$ cat src/rtl/psum_deskew_collector_pkg.sv
`default_nettype none
// ============================================================================
//  Module      : psum_deskew_collector_pkg
//  Description : Shared constants and helpers for the partial-sum deskew
//                collector that drains the bottom edge of the systolic array.
//                DATASIZE / ARRAYWIDTH defaults live here, so the array and
//                the collector agree on the packed psum width.
//  Revision    : 1.0 - initial release
// ============================================================================
package psum_deskew_collector_pkg;

    // Array geometry defaults shared with the PE array.
    localparam int c_DATASIZE     = 8;
    localparam int c_ARRAYWIDTH   = 4;
    // One psum is a full-precision product: twice the operand width.
    localparam int c_PSUMWIDTH    = 2 * c_DATASIZE;
    localparam int c_FIFO_DEPTH   = 8;
    localparam int c_VEC_COUNT_W  = 16;

    // Width of a bus carrying one psum per array column.
    function automatic int psum_bus_width(input int datasize, input int arraywidth);
        return 2 * datasize * arraywidth;
    endfunction

endpackage
`default_nettype wire

$ cat src/rtl/psum_deskew_collector_if.sv
`default_nettype none
// ============================================================================
//  Module      : psum_deskew_collector_if
//  Description : Bundle between the array bottom edge, the collector and the
//                downstream consumer.
//                  in_psum / in_valid        : skewed psums from the array
//                  out_psum/out_valid/ready  : aligned-vector handshake
//                  almost_full               : credit back to the feeder
//                  overflow / vec_count      : status
//                modport slave  - the collector
//                modport master - the surrounding logic / environment
//  Revision    : 1.0 - initial release
// ============================================================================
interface psum_deskew_collector_if
    import psum_deskew_collector_pkg::*;
#(
    parameter int DATASIZE   = c_DATASIZE,
    parameter int ARRAYWIDTH = c_ARRAYWIDTH
);
    localparam int c_BUS_W = psum_bus_width(DATASIZE, ARRAYWIDTH);

    logic [c_BUS_W-1:0]       in_psum;
    logic                     in_valid;
    logic [c_BUS_W-1:0]       out_psum;
    logic                     out_valid;
    logic                     out_ready;
    logic                     almost_full;
    logic                     overflow;
    logic [c_VEC_COUNT_W-1:0] vec_count;

    modport slave (
        input  in_psum,
        input  in_valid,
        input  out_ready,
        output out_psum,
        output out_valid,
        output almost_full,
        output overflow,
        output vec_count
    );

    modport master (
        output in_psum,
        output in_valid,
        output out_ready,
        input  out_psum,
        input  out_valid,
        input  almost_full,
        input  overflow,
        input  vec_count
    );

endinterface
`default_nettype wire

$ cat src/rtl/psum_deskew_collector_sync_fifo.sv
`default_nettype none
// ============================================================================
//  Module      : sync_fifo
//  Description : Single-clock FIFO for aligned psum vectors.
//                  clk, rst  : clock, asynchronous active-low reset
//                  push/din  : write request and data
//                  pop       : read request (ignored when empty)
//                  dout      : head entry (zero while empty)
//                  full/empty/count : occupancy status
//                When full, a push is taken only together with a pop.
//  Revision    : 1.0 - initial release
// ============================================================================
module sync_fifo #(
    parameter int WIDTH = 64,
    parameter int DEPTH = 8,
    localparam int CNT_W = $clog2(DEPTH) + 1
) (
    input  wire logic             clk,
    input  wire logic             rst,
    input  wire logic             push,
    input  wire logic [WIDTH-1:0] din,
    input  wire logic             pop,
    output logic      [WIDTH-1:0] dout,
    output logic                  full,
    output logic                  empty,
    output logic      [CNT_W-1:0] count
);
    localparam int               c_PTR_W    = $clog2(DEPTH);
    localparam logic [CNT_W-1:0] c_FULL_CNT = CNT_W'(DEPTH);

    logic [WIDTH-1:0]   r_mem [DEPTH];
    logic [c_PTR_W-1:0] r_wr_ptr;
    logic [c_PTR_W-1:0] r_rd_ptr;
    logic [CNT_W-1:0]   r_count;

    logic w_pop_ok;
    logic w_push_ok;

    assign full      = (r_count == c_FULL_CNT);
    assign empty     = (r_count == '0);
    assign count     = r_count;
    assign w_pop_ok  = pop && !empty;
    // A full FIFO frees its head slot in the same cycle it pops.
    assign w_push_ok = push && (!full || w_pop_ok);

    // Storage is not reset; the head is masked while empty instead, so
    // nothing stale is ever visible on dout.
    assign dout = empty ? '0 : r_mem[r_rd_ptr];

    always_ff @(posedge clk) begin
        if (w_push_ok) begin
            r_mem[r_wr_ptr] <= din;
        end
    end

    // Power-of-two depth: pointers wrap by natural overflow.
    always_ff @(posedge clk or negedge rst) begin
        if (!rst) begin
            r_wr_ptr <= '0;
            r_rd_ptr <= '0;
            r_count  <= '0;
        end else begin
            if (w_push_ok) begin
                r_wr_ptr <= r_wr_ptr + c_PTR_W'(1);
            end
            if (w_pop_ok) begin
                r_rd_ptr <= r_rd_ptr + c_PTR_W'(1);
            end
            if (w_push_ok && !w_pop_ok) begin
                r_count <= r_count + CNT_W'(1);
            end else if (!w_push_ok && w_pop_ok) begin
                r_count <= r_count - CNT_W'(1);
            end
        end
    end

endmodule
`default_nettype wire

$ cat src/rtl/psum_deskew_collector.sv
`default_nettype none
// ============================================================================
//  Module      : psum_deskew_collector
//  Description : Drains the bottom edge of the systolic array. Column j's
//                psum for a vector arrives j cycles after column 0's; each
//                column is delayed by ARRAYWIDTH-1-j cycles so one vector
//                lines up into a single word, which is buffered in a FIFO
//                and offered downstream over valid/ready.
//                  clk, rst    : clock, asynchronous active-low reset
//                  bus (slave) : in_psum/in_valid from the array,
//                                out_psum/out_valid/out_ready downstream,
//                                almost_full credit, sticky overflow,
//                                16-bit popped-vector counter
//  Revision    : 1.0 - initial release
// ============================================================================
module psum_deskew_collector
    import psum_deskew_collector_pkg::*;
#(
    parameter int DATASIZE   = c_DATASIZE,
    parameter int ARRAYWIDTH = c_ARRAYWIDTH,   // >= 2
    parameter int FIFO_DEPTH = c_FIFO_DEPTH    // power of two, >= ARRAYWIDTH+1
) (
    input  wire logic         clk,
    input  wire logic         rst,
    psum_deskew_collector_if.slave bus
);
    localparam int               c_PW        = 2 * DATASIZE;
    localparam int               c_BUS_W     = psum_bus_width(DATASIZE, ARRAYWIDTH);
    localparam int               c_CNT_W     = $clog2(FIFO_DEPTH) + 1;
    localparam logic [c_CNT_W-1:0] c_DEPTH_CNT = c_CNT_W'(FIFO_DEPTH);
    localparam logic [c_CNT_W-1:0] c_AF_FREE   = c_CNT_W'(ARRAYWIDTH);

    logic [c_BUS_W-1:0]       w_aligned;
    logic [ARRAYWIDTH-2:0]    r_vld_pipe;
    logic                     w_push;
    logic                     w_pop;
    logic                     w_drop;
    logic                     w_push_acc;
    logic [c_BUS_W-1:0]       w_fifo_dout;
    logic                     w_fifo_full;
    logic                     w_fifo_empty;
    logic [c_CNT_W-1:0]       w_fifo_count;
    logic [c_CNT_W-1:0]       w_occ_next;
    logic [c_CNT_W-1:0]       w_free_next;
    logic                     r_almost_full;
    logic                     r_overflow;
    logic [c_VEC_COUNT_W-1:0] r_vec_count;

    // ------------------------------------------------------------------
    // Deskew: the array never stalls, so the chains shift unconditionally.
    // ------------------------------------------------------------------
    for (genvar j = 0; j < ARRAYWIDTH; j++) begin : g_col
        localparam int c_DLY = ARRAYWIDTH - 1 - j;
        if (c_DLY == 0) begin : g_pass
            assign w_aligned[j*c_PW +: c_PW] = bus.in_psum[j*c_PW +: c_PW];
        end else begin : g_dly
            logic [c_PW-1:0] r_dly [c_DLY];
            always_ff @(posedge clk or negedge rst) begin
                if (!rst) begin
                    for (int k = 0; k < c_DLY; k++) begin
                        r_dly[k] <= '0;
                    end
                end else begin
                    r_dly[0] <= bus.in_psum[j*c_PW +: c_PW];
                    for (int k = 1; k < c_DLY; k++) begin
                        r_dly[k] <= r_dly[k-1];
                    end
                end
            end
            assign w_aligned[j*c_PW +: c_PW] = r_dly[c_DLY-1];
        end
    end

    // in_valid marks column 0; delaying it as long as column 0 gives the
    // strobe for the cycle in which the whole vector is aligned.
    always_ff @(posedge clk or negedge rst) begin
        if (!rst) begin
            r_vld_pipe <= '0;
        end else begin
            r_vld_pipe[0] <= bus.in_valid;
            for (int k = 1; k < ARRAYWIDTH - 1; k++) begin
                r_vld_pipe[k] <= r_vld_pipe[k-1];
            end
        end
    end

    assign w_push = r_vld_pipe[ARRAYWIDTH-2];

    // ------------------------------------------------------------------
    // Buffer
    // ------------------------------------------------------------------
    assign w_pop      = !w_fifo_empty && bus.out_ready;
    assign w_drop     = w_push && w_fifo_full && !w_pop;
    assign w_push_acc = w_push && !w_drop;

    sync_fifo #(
        .WIDTH (c_BUS_W),
        .DEPTH (FIFO_DEPTH)
    ) u_fifo (
        .clk   (clk),
        .rst   (rst),
        .push  (w_push),
        .din   (w_aligned),
        .pop   (w_pop),
        .dout  (w_fifo_dout),
        .full  (w_fifo_full),
        .empty (w_fifo_empty),
        .count (w_fifo_count)
    );

    // Occupancy after this edge; almost_full is registered from it so the
    // flag is in step with the FIFO contents it describes.
    always_comb begin
        w_occ_next = w_fifo_count;
        if (w_push_acc && !w_pop) begin
            w_occ_next = w_fifo_count + c_CNT_W'(1);
        end else if (!w_push_acc && w_pop) begin
            w_occ_next = w_fifo_count - c_CNT_W'(1);
        end
    end

    // Headroom of ARRAYWIDTH covers ARRAYWIDTH-1 vectors still in the
    // deskew chains plus one cycle of feeder reaction.
    assign w_free_next = c_DEPTH_CNT - w_occ_next;

    always_ff @(posedge clk or negedge rst) begin
        if (!rst) begin
            r_almost_full <= 1'b0;
            r_overflow    <= 1'b0;
            r_vec_count   <= '0;
        end else begin
            r_almost_full <= (w_free_next <= c_AF_FREE);
            if (w_drop) begin
                r_overflow <= 1'b1;
            end
            if (w_pop) begin
                r_vec_count <= r_vec_count + c_VEC_COUNT_W'(1);
            end
        end
    end

    assign bus.out_psum    = w_fifo_dout;
    assign bus.out_valid   = !w_fifo_empty;
    assign bus.almost_full = r_almost_full;
    assign bus.overflow    = r_overflow;
    assign bus.vec_count   = r_vec_count;

endmodule
`default_nettype wire

$ cat src/flat_wrapper.sv
// flat-port wrapper written by rule: the top's interface ports become plain ports
module psum_deskew_collector_flat import psum_deskew_collector_pkg::*;
#(
    parameter int DATASIZE   = c_DATASIZE,
    parameter int ARRAYWIDTH = c_ARRAYWIDTH,          
    parameter int FIFO_DEPTH = c_FIFO_DEPTH                                    
)
  (clk, rst, bus_in_psum, bus_in_valid, bus_out_ready, bus_out_psum, bus_out_valid, bus_almost_full, bus_overflow, bus_vec_count);
  psum_deskew_collector_if #(.DATASIZE(DATASIZE), .ARRAYWIDTH(ARRAYWIDTH)) bus_i ();
  input  wire logic clk;
  input  wire logic rst;
  input wire logic [$bits(bus_i.in_psum)-1:0] bus_in_psum;
  input wire logic [$bits(bus_i.in_valid)-1:0] bus_in_valid;
  input wire logic [$bits(bus_i.out_ready)-1:0] bus_out_ready;
  output wire logic [$bits(bus_i.out_psum)-1:0] bus_out_psum;
  output wire logic [$bits(bus_i.out_valid)-1:0] bus_out_valid;
  output wire logic [$bits(bus_i.almost_full)-1:0] bus_almost_full;
  output wire logic [$bits(bus_i.overflow)-1:0] bus_overflow;
  output wire logic [$bits(bus_i.vec_count)-1:0] bus_vec_count;
  assign bus_i.in_psum = bus_in_psum;
  assign bus_i.in_valid = bus_in_valid;
  assign bus_i.out_ready = bus_out_ready;
  assign bus_out_psum = bus_i.out_psum;
  assign bus_out_valid = bus_i.out_valid;
  assign bus_almost_full = bus_i.almost_full;
  assign bus_overflow = bus_i.overflow;
  assign bus_vec_count = bus_i.vec_count;
  psum_deskew_collector #(.DATASIZE(DATASIZE), .ARRAYWIDTH(ARRAYWIDTH), .FIFO_DEPTH(FIFO_DEPTH)) u_core (.clk(clk), .rst(rst), .bus(bus_i));
endmodule
$ cat config.mk
export PLATFORM = sky130hd
export DESIGN_NAME = psum_deskew_collector_flat
export DESIGN_NICKNAME = d
export VERILOG_FILES = /design/src/rtl/psum_deskew_collector_pkg.sv /design/src/rtl/psum_deskew_collector_if.sv /design/src/rtl/psum_deskew_collector_sync_fifo.sv /design/src/rtl/psum_deskew_collector.sv /design/src/flat_wrapper.sv
export SDC_FILE = /design/constraint.sdc
export NUM_CORES = 1
export LEC_CHECK = 0
export BUFFER_PORTS_ARGS = -buffer_cell sky130_fd_sc_hd__buf_2
export CAP_MARGIN = 10
export CORE_MARGIN = 5
export CORE_UTILIZATION = 55
export CTS_CLUSTER_DIAMETER = 150
export CTS_CLUSTER_SIZE = 12
export DETAILED_ROUTE_END_ITERATION = 10
export HOLD_SLACK_MARGIN = 0.03
export PLACE_DENSITY_LB_ADDON = 0.1
export SYNTH_ARGS = -nofsm -noshare
export SYNTH_HDL_FRONTEND = slang
export SYNTH_SLANG_ARGS = --single-unit
$ cat constraint.sdc
create_clock -name clk -period 14.67 [get_ports clk]
set_input_delay 1.467 -clock clk [delete_from_list [all_inputs] [get_ports clk]]
set_output_delay 1.467 -clock clk [all_outputs]
set_load 0.01 [all_outputs]
Yosys cells after proc, flatten, opt, wreduce, memory -nomap -nowiden
Memory sizes are Yosys's and may differ from the RTL's.
Index checks and enable logic that the tools add are counted.
{"block": "op_classes", "n_addsub": 6, "multipliers": 0, "n_div": 0, "n_lt_le_gt_ge": 1, "eq_ne": 1, "n_shift": 0, "n_mux": 7, "n_bitwise": 0, "n_reduce_logical": 20}
{"op": "$mux W64", "n": 1}
{"op": "$add A16 B1 Y16 const B", "n": 1}
{"op": "$mux W4", "n": 4}
{"op": "$logic_and A1 B1 Y1", "n": 10}
{"op": "$logic_not A1 Y1", "n": 7}
{"op": "$add A3 B1 Y3 const B", "n": 2}
{"op": "$add A4 B1 Y4 const B", "n": 1}
{"op": "$eq A4 B4 Y1 const B", "n": 1}
{"op": "$le A4 B3 Y1 const B", "n": 1}
{"op": "$logic_not A4 Y1", "n": 1}
{"op": "$sub A4 B1 Y4 const B", "n": 1}
{"op": "$sub A4 B4 Y4 const A", "n": 1}
{"op": "$mux W1", "n": 2}
{"op": "$reduce_bool A2 Y1", "n": 1}
{"op": "$logic_or A1 B1 Y1", "n": 1}
{"block": "totals", "ff_bits": 127, "latch_bits": 0, "ram_bits": 512, "mem_bits_ro": 0, "inputBits": 68, "output_inout_bits": 83, "word_cells": 49, "n_memories": 1}
{"name": "u_core.u_fifo.r_mem", "words": 8, "word_bits": 64, "read_ports": 1, "rd_clocked_by_memory_dff": 0, "wr": 1, "line": "psum_deskew_collector_sync_fifo.sv:31", "rtl": "logic [WIDTH-1:0] r_mem [DEPTH];"}

Longest topological paths before layout
Gate-level depths: netlist of run 1.
{"block": "depth", "word_depth": 13, "depth_mapped": 12, "ltp_nobuf": 10}

Cells and area by module
A second synthesis of run 1 with hierarchy kept.
{"block": "hier_totals", "cells_unflattened": 994, "area_unflattened_um2": 23138.4}
{"module": "sync_fifo", "n_inst": 1, "cells_per_inst": 810, "area_each_um2": 19736.4, "seq_area_each_um2": 15625.0}
{"module": "psum_deskew_collector", "n_inst": 1, "cells_per_inst": 184, "area_each_um2": 3402.0, "seq_area_each_um2": 2927.8}

Least setup slack after synthesis of run 1
No wires, ideal clock.
{"block": "synth_timing", "path_type": "input to register", "from": "input port bus_out_ready", "to": "memory u_core.u_fifo.r_mem[0][0], enable pin", "setup_ps": 644, "arrival_time_ps": 7853, "required_time_ps": 14026, "setup_slack_ps": 6173, "stages": 4, "n_path_buf": 1, "path_cell_list": "nor4bb_1 -> nand2b_1 -> buf_4 -> nor4_1"}
{"block": "synth_between", "elab_chain_len": 6}
{"element": "start: declaration", "line": "flat_wrapper.sv:14", "rtl": "input wire logic [$bits(bus_i.out_ready)-1:0] bus_out_ready;"}
{"element": "$logic_and A1 B1 Y1", "line": "psum_deskew_collector.sv:92", "rtl": "assign w_pop = !w_fifo_empty && bus.out_ready;"}
{"element": "$logic_and A1 B1 Y1", "line": "psum_deskew_collector_sync_fifo.sv:42", "rtl": "assign w_pop_ok = pop && !empty;"}
{"element": "$logic_or A1 B1 Y1", "line": "psum_deskew_collector_sync_fifo.sv:44", "rtl": "assign w_push_ok = push && (!full || w_pop_ok);"}
{"element": "$logic_and A1 B1 Y1", "line": "psum_deskew_collector_sync_fifo.sv:44"}
{"element": "$mux W1", "line": "psum_deskew_collector_sync_fifo.sv:51", "rtl": "if (w_push_ok) begin"}
{"element": "$mux W1 (implied by the code)", "line": "psum_deskew_collector_sync_fifo.sv:52", "rtl": "r_mem[r_wr_ptr] <= din;"}
{"element": "end: declaration", "line": "psum_deskew_collector_sync_fifo.sv:31"}
No other way between the ends.

Worst setup path in the final report of run 1
{"block": "layout_timing", "from": "register u_core.u_fifo.r_rd_ptr[0]", "to": "output port bus_out_psum[4]"}
{"block": "layout_between", "elab_chain_len": 2}
{"element": "start: declaration", "line": "psum_deskew_collector_sync_fifo.sv:33", "rtl": "logic [c_PTR_W-1:0] r_rd_ptr;"}
{"element": "start signal: assignment", "line": "psum_deskew_collector_sync_fifo.sv:67", "rtl": "r_rd_ptr <= r_rd_ptr + c_PTR_W'(1);"}
{"element": "$mem_v2 Z8 W64"}
{"element": "$mux W64", "line": "psum_deskew_collector_sync_fifo.sv:48", "rtl": "assign dout = empty ? '0 : r_mem[r_rd_ptr];"}
{"element": "end: declaration", "line": "flat_wrapper.sv:15", "rtl": "output wire logic [$bits(bus_i.out_psum)-1:0] bus_out_psum;"}
No other way between the ends.

==> summary.txt, run 1 <==
Status
  – Outcome: finished clean

Worst setup path
  – CP endpoint kind: primary output
  – CP arrival: between 4 and 5 ns
  – Critical path class: reg2out
  – Crit path max-delay family: buffers and inverters
  – Critical path, cell by cell: buf_4 > buf_4 > mux4_2 > mux2i_1 > nor2_1 > buf_2
  – Slowest CP cell: buf_4
  – WP data required: 13.20 ns
  – Peak per-stage delay on the critical path: 0.81 ns
  – Crit Path Max Fanout: 42
  – Worst path most repeated cell: buf_4
  – CP Launch Type: register
  – Crit path buffers/inverters: 3

Drt
  – Vias per cell: roughly 5.7
  – # DRC: 0
  – Initial detailed-routing violation count: approximately 740
  – WL/cell: roughly 24 um
  – Post-route ant nets: 0
  – Routed vias: 10,500
  – Post-Route WL: 43,800 um
  – DR pass1 iterations: 5

Finish
  – Share of layout cells above drive strength 1: 0.296
  – Antenna fix cells: 0
  – Final #Nets: ~1,300
  – Filler cells: 2,928
  – P&R area growth vs syn: 13.0%
  – Finished Core Util: 0.629

Timing
  – Max-slew headroom: 0.252
  – Clock Skew: 0.0238 ns
  – Fmax achieved: 180 MHz
  – RSZ-0062 raised after global routing: false
  – Final period util: 0.378
  – Setup violations, final: 0
  – Hold_ws: 0.342 ns
  – Max-slew violation count: 0
  – TNS Setup: 0 ns
  – Worst-margin pin slew: between 1 and 1.5 ns
  – Hold Fails Final Rpt: 0
  – Min cycle time layout: 5.55 ns

Pwr
  – Worst vdd ir: ~0.12 mV
  – Net Switching: about 1.6 mW
  – PwrDens: approximately 200 nW/um2
  – Pint: 3.65 mW
  – Clock power frac: 0.266
  – Sw Ratio: 0.298
  – Flop pwr share: 0.461
  – Leak Pwr: 9.37 nW
  – Combinational power share: 0.273

Synthesis
  – Register area share after synthesis: 0.792
  – Synth Instances: roughly 1,100
  – Cell taking the most area after synthesis: edfxtp_1
  – Most area-consuming cells after synthesis: edfxtp_1 (66%), dfrtp_1 (14%), mux4_2 (12%)
  – Ys async rst share: 0.199
  – Synth Flop Type: edfxtp_1
  – Post-synth EDFFs: 512
  – Synth top area share: 0.657
  – Post-Syn Area: 23,400 um2
  – Netlist cell types: 45
  – Total nets after synthesis: 1,134
  – Syn_area_per_cell: between 20 and 25 um2
  – Yosys reg bits: 639
  – Syn. warnings: 0

Clock tree
  – Post-CTS Setup Bufs: 0
  – H-tree levels: 2
  – Worst-Skew Late Latency: 0.61 ns
  – CTS clk-pin slew, worst paths: 0.06 ns
  – Hold buffers post-CTS: 0
  – Num CTS Buffers: slightly below 60
  – CTS sink count: about 640
  – CTS Buffer Depth: 3
  – Post-CTS Resized: 0
  – CTS tree: built
  – Root Buffer: clkbuf_16

Die
  – Full die area: 46,800 um2
  – Initial Utilization: 0.557
  – Core Region: about 42,000 um2
  – Row count: 75
  – Die Width: 216 um
  – Top Ports: 151
  – Die Span Y: 216 um

Placed design
  – Final GP Congestion: around 0.7
  – Post-DP HPWL: between 20,000 and 25,000 um
  – Port Buffers: 150

Global route
  – GR Util All Layers: 0.192
  – First-pass GRT wire length: 68,500 um
  – Total grt overflow: 0
  – Antenna violations before repair: 0
  – Pin count of the biggest net entering global routing: 75
  – Vias in the first global route: 11,200

Min path
  – Classification of the worst-slack hold path: reg2reg

Flow run
  – Number of max-cap violations: 0
## power groups by stage
stage,Sequential (mW),Clock [mW],Combinational [mW]
floorplan,2.34,0,1.07
global placement,2.43,0,1.45
detailed placement,2.44,0,1.46
CTS,2.41,1.43,1.47
global route,2.43,1.51,1.56
finish,2.40,1.38,1.42
## registers in the layout, indices dropped and copies added (netlist names)
register                  count
u_core.u_fifo.r_mem         512
u_core.g_col.g_dly.r_dly     96
u_core.bus.vec_count         16
u_core.u_fifo.count           4
u_core.r_vld_pipe             3
u_core.u_fifo.r_rd_ptr        3
u_core.u_fifo.r_wr_ptr        3
u_core.bus.almost_full        1
u_core.bus.overflow           1
## final cells by class
type | instances | area [um2] | area share
Inverter | 7 | 26.3 | 0.000993
Clock inverter | 3 | 36.3 | 0.00137
Sequential cell | 639 | 18600 | 0.702
Timing Repair Buffer | 168 | 892 | 0.0337
Multi-Input combinational cell | 367 | 4590 | 0.173
Tap cell | 539 | 674 | 0.0255
Clock buffer | 108 | 1680 | 0.0635
## cells in the final DEF (no fill, tap or decap), types with 4 or more instances in the layout
| master | instances |
|---|---|
| nor3_2 | 7 |
| and3_1 | 4 |
| clkbuf_1 | 48 |
| nor2_1 | 72 |
| nor2b_1 | 4 |
| buf_2 | 149 |
| dfrtp_1 | 124 |
| mux4_2 | 128 |
| edfxtp_1 | 512 |
| xor2_1 | 11 |
| clkbuf_16 | 60 |
| nand2b_1 | 4 |
| xnor2_1 | 12 |
| inv_1 | 5 |
| ha_1 | 6 |
| nand3_1 | 6 |
| nand2_1 | 15 |
| mux2i_1 | 65 |
| buf_4 | 18 |
## cell usage after synthesis (2+ instances only)
library cell / count
nor2b_1: 4
mux2_2: 2
inv_1: 5
nand3_1: 6
inv_2: 2
nor2_1: 75
mux4_2: 128
and3_1: 4
mux2i_1: 65
o21ai_0: 3
nand4_1: 3
xor2_1: 11
nand2_1: 15
buf_2: 21
ha_1: 6
nand2b_1: 4
nor3_1: 5
a21oi_1: 2
edfxtp_1: 512
nor3_2: 3
clkbuf_1: 11
xnor2_1: 12
dfrtp_1: 127
buf_6: 13
## worst paths after layout
| kind | cells after the start | to | startpoint | slack (ns) |
|---|---|---|---|---|
| hold / removal | 0 | u_core.g_col[1].g_dly.r_dly[6] | u_core.g_col[1].g_dly.r_dly[22] | 0.34 |
| setup reg to reg | 8 | u_core.u_fifo.r_mem[1][62] | u_core.u_fifo.count[0] | 10.69 |
| min in group asynchronous | 1 | u_core.bus.vec_count[12] | rst | 0.89 |
| hold reg to reg | 0 | u_core.g_col[1].g_dly.r_dly[6] | u_core.g_col[1].g_dly.r_dly[22] | 0.34 |
| setup / recovery | 6 | bus_out_psum[4] | u_core.u_fifo.r_rd_ptr[0] | 9.12 |
| max in group asynchronous | 2 | u_core.g_col[0].g_dly.r_dly[18] | rst | 12.42 |
## through the flow
| step | setup slack [ns] | area, um2 | total power, mW | std cells |
|---|---|---|---|---|
| floorplan | 6.17 | 23400 | 3.42 | 1060 |
| global route | 8.64 | 26500 | 5.50 | 1831 |
| global placement | 9.50 | 24700 | 3.89 | 1720 |
| CTS | 8.83 | 26500 | 5.30 | 1831 |
| detailed placement | 9.49 | 24700 | 3.90 | 1720 |
| finish | 9.12 | 26500 | 5.20 | 1831 |
## kinds of logic after synthesis
kind of cell / Yosys count / share of synthesized area
AO/OA/AOI/OAI: 15 / 0.00465
XOR/XNOR: 23 / 0.00860
adder cells (fa/ha/maj): 6 / 0.00321
buffers and inverters: 54 / 0.0141
flip-flops: 639 / 0.792
multiplexers: 195 / 0.152
AND/OR/NAND/NOR: 128 / 0.0254
## worst reg2reg max path, cell delays in order, from the launching register on
cell and delay (ns):
dfrtp_1 0.54, inv_1 0.09, ha_1 0.26, nor4bb_1 0.15, nand2b_1 0.36, inv_2 0.19, nand2_1 0.22, nor3_2 0.85
buf_4 0.89
## metal layers
layer	share of wire	global-route usage	vias to the layer above
met3	0.054	0.0366	50
li1	-	-	4612
met4	0.016	0.0483	0
met2	0.49	0.305	277
met5	0	0	-
met1	0.44	0.283	5579
Note: power is estimated with default switching activity, not from simulation.
==> run 2: changes to the inputs <==
- clock period: 14.67 -> 5.15 ns (I/O delays scaled with it)
==> run 2 against run 1 <==
Effect of this change:
- global-route usage decreased by 0.25 points
- sequential cell count unchanged
- total power increased to 2.9 times the previous value
- hold slack got worse by 0.27 ns
- via count increased by 1.2%
- critical path depth decreased by 1
- count of clock-buffer cells in the layout decreased by 1
- non-clock buffer count increased by 46
==> summary.txt, run 2 (synthesis gave the netlist of run 1 again) <==
Drt
  – WL/cell: 23.1 um (-3.6%)
  – Routed vias: 10,600 (+1.2%)
  – Post-Route WL: 43,300 um (-1.2%)
  – Vias per cell: 5.67 (-1.3%)
  – Post-route ant nets: 0 (unchanged)
  – DR pass1 iterations: 4 (-1)
  – # DRC: 0 (unchanged)
  – Initial detailed-routing violation count: 716 (-2.7%)

Worst setup path
  – CP endpoint kind: primary output
  – WP data required: 4.64 ns (-8.56 ns)
  – Slowest CP cell: dfrtp_4
  – RR Startpoint: u_core.u_fifo.count[0]
  – R2r endpoint: u_core.u_fifo.r_mem[1][22]
  – FF-to-FF setup slack: 1.74 ns (-8.95 ns)
  – Critical path class: reg2out
  – R2r worst-path depth: 8 (unchanged)
  – CP arrival: 3.08 ns (-1.00 ns)
  – Crit Path Max Fanout: 52 (+24%)
  – Critical path, cell by cell: buf_4 > mux4_2 > mux2i_1 > nor2_1 > buf_2
  – Peak per-stage delay on the critical path: 0.99 ns (+0.18 ns)
  – CP Launch Type: register
  – Crit path from: u_core.u_fifo.r_rd_ptr[1]

Flow run
  – Number of max-cap violations: 0 (unchanged)

Finish
  – Antenna fix cells: 0 (unchanged)
  – Post-Layout Cell Count: 1,877 (+2.5%)
  – Top reg by flops: u_core.u_fifo.r_mem
  – Filler cells: 2,903 (-0.85%)
  – Final #Nets: 1,362 (+3.5%)
  – Commonest non-fill, non-tap cell in the layout: edfxtp_1
  – P&R area growth vs syn: 15.5%
  – Share of layout cells above drive strength 1: 0.283 (-0.0124)
  – Max FFs per register: 512 (unchanged)
  – Commonest non-fill, non-tap cells in the layout: edfxtp_1 (512), buf_2 (149), mux4_2 (128), dfrtp_1 (124), nor2_1 (72)

Timing
  – Final period util: 0.699
  – Min cycle time layout: 3.60 ns
  – Worst-margin pin slew: 1.08 ns (-0.0377 ns)
  – Fmax achieved: 278 MHz
  – Clock Skew: 0.0179 ns (-0.00592 ns)
  – Setup violations, final: 0 (unchanged)
  – Hold Fails Final Rpt: 0 (unchanged)
  – Max-slew headroom: 0.277 (+0.0251)
  – RSZ-0062 raised after global routing: false
  – Max-slew violation count: 0 (unchanged)
  – Setup ws final: 1.55 ns (-7.57 ns)

Pwr
  – Leak Pwr: 9.59 nW (+2.4%)
  – Worst vdd ir: 0.368 mV (+210%)
  – PwrDens: 551 nW/um2 (+180%)

Clock tree
  – H-tree levels: 2 (unchanged)
  – Root Buffer: clkbuf_16
  – Num CTS Buffers: 59 (unchanged)
  – CTS tree: built
  – CTS sink count: 639 (unchanged)
  – Worst-Skew Late Latency: 0.61 ns (about the same)
  – CTS clk-pin slew, worst paths: 0.06 ns (about the same)
  – CTS Buffer Depth: 3 (unchanged)
  – Post-CTS Setup Bufs: 0 (unchanged)

Min path
  – Min-Delay Startpoint: bus_in_psum[45]
  – Worst hold endpoint: u_core.g_col[2].g_dly.r_dly[13]
  – Hold path depth: 1 (+1)
  – Classification of the worst-slack hold path: in2reg

Die
  – Initial Utilization: 0.557 (unchanged)
  – Full die area: 46,800 um2 (unchanged)
  – Row count: 75 (unchanged)
  – Core Region: 42,000 um2 (unchanged)
  – Die Span Y: 216 um (unchanged)
  – Die Width: 216 um (unchanged)
  – Top Ports: 151 (unchanged)

Global route
  – First-pass GRT wire length: 68,100 um (-0.66%)
  – Total grt overflow: 0 (unchanged)
  – Antenna violations before repair: 0 (unchanged)
  – GR Util All Layers: 0.189 (-0.00251)
  – Vias in the first global route: 11,500 (+2.7%)
  – Pin count of the biggest net entering global routing: 91 (+21%)

Placed design
  – Placed cells: 1,717 (-0.17%)
  – Port Buffers: 150 (unchanged)
  – Final GP Congestion: 0.773 (+8.3%)
  – Place WS: 1.71 ns (-7.77 ns)
  – Post-DP HPWL: 21,700 um (-4.0%)

Status
  – Outcome: finished clean
==> run 2: cell types whose count changed in the layout (fill, tap and decap cells not counted), moves of 2 or more <==
cell           before  now
buf_12              0    9
buf_4              18    6
dlygate4sd3_1       0   49
inv_16              0    2
==> run 2: critical path: cells and delay by family, from the launching register on <==
family / cells / cell delay (ns)
flip-flops: 1 / 0.99
multiplexers: 2 / 0.59
AND/OR/NAND/NOR: 1 / 0.08
buffers and inverters: 2 / 0.72
==> run 2: final cells by class <==
class                           instances  area (um2)  share of cell area
Inverter                                7        26.3            0.000971
Multi-Input combinational cell        367        4600               0.170
Timing Repair Buffer                  214        1470              0.0544
Sequential cell                       639       18600               0.686
Clock buffer                          107        1660              0.0612
Clock inverter                          4        60.1             0.00222
Tap cell                              539         674              0.0249
==> run 2: per-layer routing <==
| layer | up-vias | global-route usage | routed length, um |
|---|---|---|---|
| met5 | - | 0 | 0 |
| li1 | 4700 | - | - |
| met1 | 5607 | 0.271 | 18800 |
| met3 | 69 | 0.0287 | 2040 |
| met2 | 263 | 0.313 | 21500 |
| met4 | 0 | 0.0505 | 896 |
==> run 2: worst max path at each step <==
stage,slack [ns],depth (start not counted),endpoint
2_1_floorplan,-1.10,7,u_core.u_fifo.r_mem[2][0]
3_3_place_gp,1.85,8,u_core.u_fifo.r_mem[1][22]
3_5_place_dp,1.71,8,u_core.u_fifo.r_mem[1][18]
4_1_cts,1.48,5,bus_out_psum[56]
5_1_grt,1.43,5,bus_out_psum[56]
6_report,1.55,5,bus_out_psum[56]
==> run 2: metrics by stage <==
step | hold WS, ns | power, mW | TNS [ns] | util | area (um2)
2_1_floorplan | 0.219 | 9.73 | -218.77 | - | 23400
3_3_place_gp | 0.332 | 11.1 | 0 | 0.591 | 24800
3_5_place_dp | 0.336 | 11.2 | 0 | 0.591 | 24800
4_1_cts | 0.0364 | 15.2 | 0 | 0.644 | 27100
5_1_grt | 0.0453 | 15.7 | 0 | 0.644 | 27100
6_report | 0.0725 | 14.9 | 0 | 0.644 | 27100
==> run 2: report_power, final <==
| part | total, mW | internal, mW | switching [mW] |
|---|---|---|---|
| combinational | 4.14 | 1.95 | 2.19 |
| sequential | 6.82 | 6.33 | 0.486 |
| clock | 3.95 | 2.17 | 1.78 |
| total | 14.9 | 10.5 | 4.46 |
==> run 2: timing repair <==
action,CTS,global route
resized for setup,0,0
endpoints found under the hold margin,56,0
hold buffers,49,0
